--- src/rtl/mips_pkg.sv ---
// Shared MIPS definitions: opcodes, instruction-class encoding and the
// field bundle handed to the encoder. Also used by the controller decoder.
package mips_pkg;

  localparam logic [5:0] OP_R    = 6'b000000;
  localparam logic [5:0] OP_LW   = 6'b100011;
  localparam logic [5:0] OP_SW   = 6'b101011;
  localparam logic [5:0] OP_BEQ  = 6'b000100;
  localparam logic [5:0] OP_ADDI = 6'b001000;
  localparam logic [5:0] OP_J    = 6'b000010;

  // Class codes 6 and 7 are reserved and treated as illegal.
  typedef enum logic [2:0] {
    CLS_R    = 3'd0,
    CLS_LW   = 3'd1,
    CLS_SW   = 3'd2,
    CLS_BEQ  = 3'd3,
    CLS_ADDI = 3'd4,
    CLS_J    = 3'd5
  } instr_class_e;

  typedef struct packed {
    logic [4:0]  rs;
    logic [4:0]  rt;
    logic [4:0]  rd;
    logic [4:0]  shamt;
    logic [5:0]  funct;
    logic [15:0] imm;
    logic [25:0] jaddr;
  } instr_fields_t;

  function automatic logic class_legal(input logic [2:0] c);
    return (c <= 3'd5);
  endfunction

endpackage

--- src/rtl/instr_loader_if.sv ---
// Instruction-field bundle handshake: producer (master) -> loader (slave).
interface instr_loader_if;
  logic        in_valid;
  logic        in_ready;
  logic [2:0]  in_class;
  logic [4:0]  rs;
  logic [4:0]  rt;
  logic [4:0]  rd;
  logic [4:0]  shamt;
  logic [5:0]  funct;
  logic [15:0] imm;
  logic [25:0] jaddr;
  logic        in_last;

  modport master (
    output in_valid, in_class, rs, rt, rd, shamt, funct, imm, jaddr, in_last,
    input  in_ready
  );

  modport slave (
    input  in_valid, in_class, rs, rt, rd, shamt, funct, imm, jaddr, in_last,
    output in_ready
  );
endinterface

--- src/rtl/instr_encoder.sv ---
// Combinational packing of instruction fields into a 32-bit MIPS word.
// legal is low for reserved classes; word is zero in that case.
module instr_encoder
  import mips_pkg::*;
(
  input  logic [2:0]    in_class,
  input  instr_fields_t f,
  output logic [31:0]   word,
  output logic          legal
);

  // Select opcode and field layout by class
  always_comb begin
    word  = '0;
    legal = class_legal(in_class);
    case (in_class)
      CLS_R:    word = {OP_R,    f.rs, f.rt, f.rd, f.shamt, f.funct};
      CLS_LW:   word = {OP_LW,   f.rs, f.rt, f.imm};
      CLS_SW:   word = {OP_SW,   f.rs, f.rt, f.imm};
      CLS_BEQ:  word = {OP_BEQ,  f.rs, f.rt, f.imm};
      CLS_ADDI: word = {OP_ADDI, f.rs, f.rt, f.imm};
      CLS_J:    word = {OP_J,    f.jaddr};
      default:  word = '0;
    endcase
  end

endmodule

--- src/rtl/instr_loader.sv ---
// Instruction-memory loader: accepts field bundles, encodes them and writes
// them to consecutive word addresses from 0, one word per two cycles.
// Optional build macro INSTR_LOADER_CHECKSUM_EN enables the running XOR
// checksum of written words; otherwise checksum is tied to zero.
module instr_loader
  import mips_pkg::*;
#(
  parameter int ADDR_W = 8
) (
  input  logic              clk,
  input  logic              reset,
  input  logic              start,
  instr_loader_if.slave     bus,
  output logic              imem_we,
  output logic [ADDR_W-1:0] imem_addr,
  output logic [31:0]       imem_wdata,
  output logic              busy,
  output logic              done,
  output logic              err_illegal,
  output logic              err_overflow,
  output logic [31:0]       checksum
);

  localparam logic [1:0] IDLE   = 2'd0;
  localparam logic [1:0] ACCEPT = 2'd1;
  localparam logic [1:0] WRITE  = 2'd2;
  localparam logic [1:0] DONE   = 2'd3;

  localparam logic [ADDR_W-1:0] LAST_ADDR = {ADDR_W{1'b1}};

  logic [1:0]        state;
  logic [ADDR_W-1:0] addr_cnt;
  logic              last_q;
  logic [31:0]       enc_word;
  logic              enc_legal;
  instr_fields_t     fields;

  assign fields = '{rs: bus.rs, rt: bus.rt, rd: bus.rd, shamt: bus.shamt,
                    funct: bus.funct, imm: bus.imm, jaddr: bus.jaddr};

  instr_encoder u_enc (
    .in_class (bus.in_class),
    .f        (fields),
    .word     (enc_word),
    .legal    (enc_legal)
  );

  assign bus.in_ready = (state == ACCEPT);
  assign imem_we      = (state == WRITE);
  assign busy         = (state == ACCEPT) || (state == WRITE);
  assign done         = (state == DONE);

  // Session FSM, write address/data registers and sticky error flags
  always_ff @(posedge clk or posedge reset) begin
    if (reset) begin
      state        <= IDLE;
      addr_cnt     <= '0;
      last_q       <= 1'b0;
      imem_addr    <= '0;
      imem_wdata   <= '0;
      err_illegal  <= 1'b0;
      err_overflow <= 1'b0;
    end else begin
      case (state)
        IDLE, DONE: begin
          if (start) begin
            state        <= ACCEPT;
            addr_cnt     <= '0;
            err_illegal  <= 1'b0;
            err_overflow <= 1'b0;
          end
        end
        ACCEPT: begin
          if (bus.in_valid) begin
            if (enc_legal) begin
              imem_wdata <= enc_word;
              imem_addr  <= addr_cnt;
              last_q     <= bus.in_last;
              state      <= WRITE;
            end else begin
              // Illegal bundle is consumed without a write
              err_illegal <= 1'b1;
              if (bus.in_last) state <= DONE;
            end
          end
        end
        WRITE: begin
          addr_cnt <= addr_cnt + 1'b1;
          if (last_q) begin
            state <= DONE;
          end else if (imem_addr == LAST_ADDR) begin
            // Memory full with more instructions pending: stop, never wrap
            err_overflow <= 1'b1;
            state        <= DONE;
          end else begin
            state <= ACCEPT;
          end
        end
        default: state <= IDLE;
      endcase
    end
  end

`ifdef INSTR_LOADER_CHECKSUM_EN
  logic [31:0] csum_q;

  // Running XOR of every word written this session
  always_ff @(posedge clk or posedge reset) begin
    if (reset)
      csum_q <= '0;
    else if (start && ((state == IDLE) || (state == DONE)))
      csum_q <= '0;
    else if (state == WRITE)
      csum_q <= csum_q ^ imem_wdata;
  end

  assign checksum = csum_q;
`else
  assign checksum = '0;
`endif

endmodule

--- src/flat_wrapper.sv ---
// flat-port wrapper written by rule: the top's interface ports become plain ports
module instr_loader_flat import mips_pkg::*;
#(
  parameter int ADDR_W = 8
)
  (clk, reset, start, imem_we, imem_addr, imem_wdata, busy, done, err_illegal, err_overflow, checksum, bus_in_valid, bus_in_class, bus_rs, bus_rt, bus_rd, bus_shamt, bus_funct, bus_imm, bus_jaddr, bus_in_last, bus_in_ready);
  instr_loader_if bus_i ();
  input  logic clk;
  input  logic reset;
  input  logic start;
  output logic imem_we;
  output logic [ADDR_W-1:0] imem_addr;
  output logic [31:0] imem_wdata;
  output logic busy;
  output logic done;
  output logic err_illegal;
  output logic err_overflow;
  output logic [31:0] checksum;
  input wire logic [$bits(bus_i.in_valid)-1:0] bus_in_valid;
  input wire logic [$bits(bus_i.in_class)-1:0] bus_in_class;
  input wire logic [$bits(bus_i.rs)-1:0] bus_rs;
  input wire logic [$bits(bus_i.rt)-1:0] bus_rt;
  input wire logic [$bits(bus_i.rd)-1:0] bus_rd;
  input wire logic [$bits(bus_i.shamt)-1:0] bus_shamt;
  input wire logic [$bits(bus_i.funct)-1:0] bus_funct;
  input wire logic [$bits(bus_i.imm)-1:0] bus_imm;
  input wire logic [$bits(bus_i.jaddr)-1:0] bus_jaddr;
  input wire logic [$bits(bus_i.in_last)-1:0] bus_in_last;
  output wire logic [$bits(bus_i.in_ready)-1:0] bus_in_ready;
  assign bus_i.in_valid = bus_in_valid;
  assign bus_i.in_class = bus_in_class;
  assign bus_i.rs = bus_rs;
  assign bus_i.rt = bus_rt;
  assign bus_i.rd = bus_rd;
  assign bus_i.shamt = bus_shamt;
  assign bus_i.funct = bus_funct;
  assign bus_i.imm = bus_imm;
  assign bus_i.jaddr = bus_jaddr;
  assign bus_i.in_last = bus_in_last;
  assign bus_in_ready = bus_i.in_ready;
  instr_loader #(.ADDR_W(ADDR_W)) u_core (.clk(clk), .reset(reset), .start(start), .bus(bus_i), .imem_we(imem_we), .imem_addr(imem_addr), .imem_wdata(imem_wdata), .busy(busy), .done(done), .err_illegal(err_illegal), .err_overflow(err_overflow), .checksum(checksum));
endmodule
--- config.mk ---
export PLATFORM = sky130hd
export DESIGN_NAME = instr_loader_flat
export DESIGN_NICKNAME = d
export VERILOG_FILES = /design/src/rtl/mips_pkg.sv /design/src/rtl/instr_loader_if.sv /design/src/rtl/instr_encoder.sv /design/src/rtl/instr_loader.sv /design/src/flat_wrapper.sv
export SDC_FILE = /design/constraint.sdc
export NUM_CORES = 1
export LEC_CHECK = 0
export ABC_CLOCK_PERIOD_IN_PS = 4810
export CORE_MARGIN = 2
export CORE_UTILIZATION = 44
export CTS_CLUSTER_SIZE = 20
export DETAILED_ROUTE_END_ITERATION = 7
export PLACE_DENSITY = 0.88
export SYNTH_ARGS = -nofsm -noshare
export SYNTH_HDL_FRONTEND = slang
export SYNTH_SLANG_ARGS = --single-unit
export TNS_END_PERCENT = 1
--- constraint.sdc ---
create_clock -name clk -period 4.81 [get_ports clk]
set_clock_uncertainty 0.1 [all_clocks]
set_input_delay 0.481 -clock clk [delete_from_list [all_inputs] [get_ports clk]]
set_output_delay 0.481 -clock clk [all_outputs]
set_load 0.1 [all_outputs]
Yosys cells after proc, flatten, opt, wreduce, memory -nomap -nowiden
Index checks and enable logic that the tools add are counted.
- equal/unequal tests: 15
- $lt $le $gt $ge: 1
- mux-type cells: 17
- $add $sub $neg: 1
- reduce and logical (&&, ||, !) cells: 11
- operator list (kind ; number):
    32-bit one-hot mux with 6 select lines ; 1
    8-bit one-hot mux with 2 select lines ; 1
    2-bit two-way mux ; 6
    8-bit by 1-bit adder with 8-bit output, second input constant ; 1
    8-bit == test, second input constant ; 1
    8-bit two-way mux ; 1
    2-bit inequality test, second input constant ; 4
    4-bit AND reduction ; 2
    3-bit by 2-bit == test with 1-bit output, second input constant ; 2
    3-bit == test, second input constant ; 2
    2-bit one-hot mux with 3 select lines ; 1
    3-bit AND reduction ; 2
    1-bit two-way mux ; 5
    2-bit == test, second input constant ; 2
    1-bit one-hot mux with 2 select lines ; 2
    2-bit nonzero test ; 2
    3-bit by 1-bit == test with 1-bit output, second input constant ; 1
    3-bit less-or-equal comparator, second input constant ; 1
    3-bit zero test ; 1
    3-bit by 2-bit inequality test with 1-bit output, second input constant ; 1
    2-bit by 1-bit == test with 1-bit output, second input constant ; 1
    2-bit zero test ; 1
    2-bit by 1-bit inequality test with 1-bit output, second input constant ; 1
    2-bit AND reduction ; 1
    other kinds (2) ; 2
- output and inout port bits: 78
- word-level logic and storage cells: 52
- flip-flop bits (word level): 53
- input bits: 76

Depth between registers and ports, before layout
Gate-level depths: netlist (run 1).
- depth after elaboration: 4
- gate-level depth with buffers: 7
- gate-level depth less buffers: 6

Hierarchy
Synthesis (run 1) repeated with hierarchy kept, for this count alone.
- cell total of the unflattened synthesis: 333
- area total of the unflattened synthesis: 3525.9 sq um
- modules (own cells, without submodules) (module ; instances ; seq. area each (sq um) ; cells an instance ; area an instance (sq um)):
    instr_loader ; 1 ; 1326.3 ; 192 ; 2458.6
    instr_encoder ; 1 ; 0.0 ; 141 ; 1067.3

Worst setup path after synthesis (run 1)
No wires, ideal clock.
- path kind: register to register
- start: reg u_core.state[1]
- end: reg u_core.imem_wdata[26]
- period minus slack after synthesis: 2.367 ns
- path slack: 2.443 ns
- data required time: 4.578 ns
- stages on the path, launching flop included: 8
- setup time: 0.132 ns
- buffers on the path: 2
- arrival: 2.134 ns
- cells stage by stage: dfrtp_1 > inv_1 > ha_1 > nand3_2 > buf_4 > buf_2 > nand2_1 > o31ai_1
- word-level cells in the longest chain between the ends: 2
- ends and longest elaborated chain (item ; line ; RTL):
    from (decl) ; instr_loader.sv:31 ; logic [1:0] state;
    from (signal assigned) ; instr_loader.sv:56 ; state <= IDLE;
    from (signal assigned) ; instr_loader.sv:67 ; state <= ACCEPT;
    from (signal assigned) ; instr_loader.sv:79 ; state <= WRITE;
    2-bit by 1-bit == test with 1-bit output ; - ;
    named net bus_in_ready ; flat_wrapper.sv:29 ; output wire logic [$bits(bus_i.in_ready)-1:0] bus_in_ready;
    3-bit AND reduction (no line) ; - ;
    to (signal assigned) ; instr_loader.sv:76 ; imem_wdata <= enc_word;
    to (decl) ; instr_loader.sv:16 ; output logic [31:0] imem_wdata,
The timed path passes the listed nets, and every way through them passes these cells.
A chain may end at the register's enable or synchronous reset.

Worst setup path in the final report (run 1)
- start: reg u_core.state[0]
- end: out imem_we
- word-level cells in the longest chain between the ends: 1
- ends and longest elaborated chain (item ; line ; RTL):
    2-bit == test ; instr_loader.sv:49 ; assign imem_we = (state == WRITE);
    to (decl) ; flat_wrapper.sv:11 ; output logic imem_we;
Every way passes these cells.

==> results.txt, run 1 <==
Run status: finished clean
DR pass1 iterations: 8
Area grow syn2layout: 38.8%
Number of top-level pins: 154
Worst-path cell chain: inv_1 > ha_1 > clkdlybuf4s50_1
First-pass GRT wire length: 11900 um
Slew headroom: 30.5%
Fin worst setup slack: 1810 ps
DP HPWL: 5660 um
Final cell count without fillers: 499
Worst Tran Pin Value: 1040 ps
Chip height: 87.4 um
Via density: 5.42
Post-route DRC: 0
Fin util: 62.9%
R2r startpoint: u_core.state[1]
Final Critical Period: 3000 ps
Pins Over Slew Limit: 0
Port-buffer cells: 120
Initial antenna violation count: 0
# diodes: 0
RSZ-0062 raised after global routing: false
Gr ovfl total: 0
Syn_area_per_cell: 9.87 um2
Synth Warn #: 0
Clock root cell: clkbuf_8
Vias in the first global route: 2547
R2R cell count: 5
# resized after CTS: 0
Max-cap violations: 0
Period Utilization, post-route: 62.5%
Maximum clock path buffer count: 2
Initial core utilization: 45.3%
CP Data Arrival Time: 2420 ps
FF/Latch Area: 1280 um2
Pwr/cell area: 700 nW/um2
Post-synth cell types: 37
Sequential-to-total area share from yosys stat: 41.7%
Post-synthesis register bit count: 51
Worst Setup End Kind: primary output
Setup TNS: 0 ps
R2R setup slack: 2420 ps
CTS HTree Levels: 2
Largest net degree at the start of global routing: 52
Core Region: 6760 um2
Req. time, crit path: 4230 ps
Cells after synthesis: 310
Vias: 2706
DRT iter0 DRCs: 204
# placed instances: 491
Clock sinks: 51
Global Route Usage Sum: 19.7%
Fmax: 333 MHz
Multi-input gate area: 1500 um2
RePlAce Congestion: 0.840
Final Hold Viols: 0
Clk pin slew, worst setup/hold paths: 100 ps
Worst Hold Class: reg -> reg
Post-place setup slack: 1920 ps
CTS tree: yes
Leakage: 1.81 nW
Post-CTS Hold Fix Bufs: 0
Worst min-delay path startpoint: u_core.imem_wdata[20]
Crit start category: flip-flop
Later-pin clock latency in the skew report: 300 ps
Slowest cell delay on critical path: 1210 ps
CP max FO: 11
Detailed Route WL: 7550 um
Worst vdd ir: 0.000415 V
Avg WL per Cell: 15.1 um
Post-DRT Antenna Nets: 0
Hold path cells: 2
RR Endpoint: u_core.imem_addr[4]
Hold Path End: u_core.imem_wdata[20]
Share of cells above drive strength 1: 5.25%
Fill count: 570
Rows: 30
Area of the die: 7640 um2
# Post-CTS Setup Buffers: 0
Total CTS buffers: 5
# setup viols final: 0
Synthesized area: 3060 um2
Crit Path Category: reg -> out
Final net count: 498
Crit path max-delay cell type: clkdlybuf4s50_1
Die width: 87.4 um
[power breakdown]
| group | total, mW | internal (mW) | switching [mW] |
|---|---|---|---|
| logic | 2.00 | 0.450 | 1.55 |
| clock network | 0.310 | 0.169 | 0.142 |
| registers | 0.663 | 0.572 | 0.0913 |
[synthesized netlist by cell type]
cell type / instances / area [um2]
dfrtp_1: 51 / 1280
nand2_1: 41 / 154
buf_4: 38 / 285
o21ai_1: 32 / 160
a22o_1: 18 / 158
mux2_1: 18 / 203
a222oi_1: 16 / 160
a22oi_1: 10 / 75.1
inv_1: 8 / 30.0
mux2_2: 8 / 90.1
clkbuf_1: 7 / 26.3
buf_2: 6 / 30.0
mux2i_1: 6 / 60.1
o21ai_0: 6 / 30.0
nor2_1: 5 / 18.8
a21oi_1: 4 / 20.0
ha_1: 4 / 50.1
nand3_1: 4 / 20.0
nor3_1: 4 / 20.0
buf_6: 3 / 33.8
nand2b_1: 2 / 12.5
nand4_1: 2 / 12.5
nor2b_1: 2 / 12.5
o31ai_1: 2 / 15.0
a21boi_0: 1 / 7.51
a31oi_1: 1 / 6.26
a32o_1: 1 / 10.0
a41oi_1: 1 / 8.76
and2_1: 1 / 6.26
conb_1: 1 / 3.75
nand3_2: 1 / 10.0
nor2_4: 1 / 11.3
o21bai_1: 1 / 7.51
o31a_1: 1 / 8.76
o32a_1: 1 / 10.0
o32ai_1: 1 / 8.76
xnor2_1: 1 / 8.76
[registers in the layout (all words and copies together), names as in the netlist]
name / count
u_core.imem_wdata: 30
u_core.addr_cnt: 8
u_core.imem_addr: 8
u_core.state: 2
u_core.err_illegal: 1
u_core.err_overflow: 1
u_core.last_q: 1
[placed cells by master, fill, tap and decap left out, types with 7 or more instances in the layout]
master / count
a222oi_1: 16
a22o_1: 18
a22oi_1: 10
clkdlybuf4s50_1: 120
conb_1: 33
dfrtp_1: 51
inv_1: 7
mux2_1: 18
mux2_2: 8
nand2_1: 41
o21ai_1: 32
[final cells by class]
class                   count  area share, %
clock inverters             2          0.825
well taps                  80           2.36
inverters                   8          0.707
clock buffers               6           1.94
repair buffers            123           28.8
multi-input cells         229           35.3
flip-flops and latches     51           30.1
[how the worst max path moves through the flow]
stage	from	slack, ps	end	cells after the start
after floorplan	u_core.state[1]	2440	u_core.imem_wdata[26]	7
after global placement	bus_in_class[0]	1950	u_core.imem_wdata[2]	4
after detailed placement	bus_in_class[0]	1920	u_core.imem_wdata[2]	4
after CTS	u_core.state[0]	1790	imem_we	3
after global routing	u_core.state[0]	1720	imem_we	3
final	u_core.state[0]	1810	imem_we	3
[stage by stage]
stage / power [mW] / instance area, um2 / hold slack (ps)
after floorplan: 2.25 / 3180 / 388
after global placement: 2.65 / 4130 / 367
after global routing: 3.10 / 4250 / 415
after detailed placement: 2.68 / 4130 / 375
after CTS: 2.99 / 4250 / 397
final: 2.97 / 4250 / 391
[routing by layer]
layer	global-route usage [%]	share of wire (%)
met5	0	0
met4	6.29	1.1
met3	5.78	8.8
met2	33.7	51
met1	23.7	39
[cells by family after synthesis]
kind of cell	Yosys count	share of synthesized area [%]
AOI/OAI and AO/OA	96	22.4
xor gates and xnor gates	1	0.286
adders and majority gates	4	1.64
buffers and inverters	62	13.2
DFF	51	41.7
muxes	32	11.5
other	1	0.123
and+or+nand+nor	63	9.08
[critical path: cells and delay by family (launching register included)]
| kind | cells | cell delay, ps |
|---|---|---|
| buffers and inverters | 2 | 1290 |
| flip-flops | 1 | 440 |
| adder cells (fa/ha/maj) | 1 | 390 |
Note: power is estimated with default switching activity, not from simulation.
==> inputs of run 2 (changes only) <==
ABC_CLOCK_PERIOD_IN_PS = 2620   (was 4810)
CORE_UTILIZATION = 37   (was 44)
PLACE_DENSITY = 0.79   (was 0.88)
clock period = 2.62 ns   (was 4.81 ns; I/O delays follow)
==> results.txt, run 2 (synthesis results as in run 1) <==
Post-CTS Hold Fix Bufs: 0 (unchanged)
Total CTS buffers: 5 (unchanged)
R2R setup slack: 720 ps (-1700 ps)
Post-DRT Antenna Nets: 0 (unchanged)
Period Utilization, post-route: 79.5%
Largest net degree at the start of global routing: 29 (-44%)
Run status: finished clean
Initial core utilization: 37.6% (-7.7 points)
Worst vdd ir: 0.000635 V (+53%)
Crit path launch: bus_in_class[2]
R2r startpoint: u_core.state[0]
Vias in the first global route: 2620 (+2.9%)
Detailed Route WL: 7650 um (+1.3%)
Fin worst setup slack: 536 ps (-1270 ps)
Logic pwr share: 66.8% (-0.4 points)
# resized after CTS: 0 (unchanged)
Clock sinks: 51 (unchanged)
Max reg flops: 30 (unchanged)
Pwr/cell area: 1270 nW/um2 (+82%)
Worst Tran Pin Value: 1100 ps (+56.6 ps)
Core Region: 8130 um2 (+20%)
Clock root cell: clkbuf_8
Later-pin clock latency in the skew report: 300 ps (about the same)
Setup TNS: 0 ps (unchanged)
CTS HTree Levels: 2 (unchanged)
Total power: 5.37 mW (+81%)
FF/Latch Area: 1280 um2 (unchanged)
Vias: 2735 (+1.1%)
Crit start category: input port
Chip height: 94.9 um (+8.6%)
Biggest regs: u_core.imem_wdata: 30 flops, u_core.addr_cnt: 8 flops, u_core.imem_addr: 8 flops
Global Route Usage Sum: 16.8% (-2.9 points)
Rows: 33 (+10%)
Avg WL per Cell: 14.5 um (-4.5%)
Net switching share of the total power: 61.2% (+1.3 points)
Multi-input gate area: 1500 um2 (unchanged)
Most frequent cells in the layout: clkdlybuf4s50_1, buf_4, dfrtp_1
Gr ovfl total: 0 (unchanged)
Die width: 94.9 um (+8.6%)
CP Data Arrival Time: 2180 ps (-240 ps)
CTS tree: yes
Crit path max-delay cell type: clkdlybuf4s50_1
Req. time, crit path: 2710 ps (-1520 ps)
Number of top-level pins: 154 (unchanged)
Maximum clock path buffer count: 2 (unchanged)
Final Critical Period: 2080 ps
Max-cap violations: 0 (unchanged)
Area grow syn2layout: 37.6%
Worst Setup End Kind: flip-flop
Clock share of power: 10.4% (about the same)
Port-buffer cells: 120 (unchanged)
DP Area: 4100 um2 (-0.76%)
# setup viols final: 0 (unchanged)
Worst-path cell chain: clkdlybuf4s50_1 > buf_4 > inv_1 > a22o_1 > a222oi_1 > o21ai_1
Pins Over Slew Limit: 0 (unchanged)
# Post-CTS Setup Buffers: 0 (unchanged)
NetSw: 3.29 mW (+84%)
Final net count: 503 (+1.0%)
Worst Path Buf+Inv: 3 (+1)
Fill count: 749 (+31%)
# diodes: 0 (unchanged)
First-pass GRT wire length: 12100 um (+1.2%)
R2R cell count: 5 (unchanged)
Clk pin slew, worst setup/hold paths: 100 ps (about the same)
Fmax: 480 MHz
Biggest register: u_core.imem_wdata
Post-route DRC: 0 (unchanged)
Slew headroom: 26.5% (-3.9 points)
Via density: 5.17 (-4.7%)
Final Hold Viols: 0 (unchanged)
Slowest cell delay on critical path: 700 ps (-510 ps)
Worst hold slack: 220 ps (-171 ps)
Seq pwr share: 22.8% (+0.5 points)
DP HPWL: 5800 um (+2.6%)
Post-place setup slack: 220 ps (-1700 ps)
RSZ-0062 raised after global routing: false
RePlAce Congestion: 0.751 (-11%)
Worst Hold Class: in -> async
Cell internal pwr: 2.08 mW (+75%)
DR pass1 iterations: 7 (-1)
Share of cells above drive strength 1: 17.0% (+12 points)
Commonest non-fill, non-tap cell in the layout: clkdlybuf4s50_1
Initial antenna violation count: 0 (unchanged)
CP max FO: 16 (+5)
Design Area, Final: 4210 um2 (-0.85%)
Leakage: 1.90 nW (+5.3%)
DRT iter0 DRCs: 155 (-24%)
Crit Path Category: in -> reg
Area of the die: 9010 um2 (+18%)
CP delay by family, top: buffers and inverters
RR Endpoint: u_core.state[1]
==> run 2: worst max path at each step <==
stage                       endpoint  slack, ps  cells after the start
2_1_floorplan  u_core.imem_wdata[26]        250                      7
3_3_place_gp    u_core.imem_wdata[6]        290                      6
3_5_place_dp    u_core.imem_wdata[4]        220                      6
4_1_cts         u_core.imem_wdata[9]        550                      6
5_1_grt         u_core.imem_wdata[2]        350                      6
6_report        u_core.imem_wdata[9]        540                      6
==> run 2: power groups by stage <==
stage               logic [mW]  clock network [mW]  registers (mW)
floorplan                 1.24                   0            2.88
global placement          3.57                   0            1.23
detailed placement        3.61                   0            1.24
CTS                       3.61               0.571            1.23
global route              3.74               0.613            1.26
finish                    3.59               0.556            1.22
==> run 2: metal layers <==
metal	vias up	track usage, %	wire [um]
li1	1302	-	-
met1	1296	20.7	3140
met2	130	29.0	3860
met3	7	4.55	597
met4	0	4.59	56
met5	-	0	0
==> run 2: cell type report <==
cell class | instances | share of cell area [%]
multi-input combinational | 229 | 35.6
sequential | 51 | 30.3
timing repair buffer | 128 | 27.6
tap | 105 | 3.12
clock buffer | 5 | 1.63
clock inverter | 3 | 1.04
inverter | 8 | 0.713
==> run 2: through the flow <==
step | std cells | util (%)
finish | 529 | 51.8
floorplan | 342 | -
global placement | 521 | 50.4
detailed placement | 521 | 50.4
global route | 529 | 51.8
CTS | 529 | 51.8
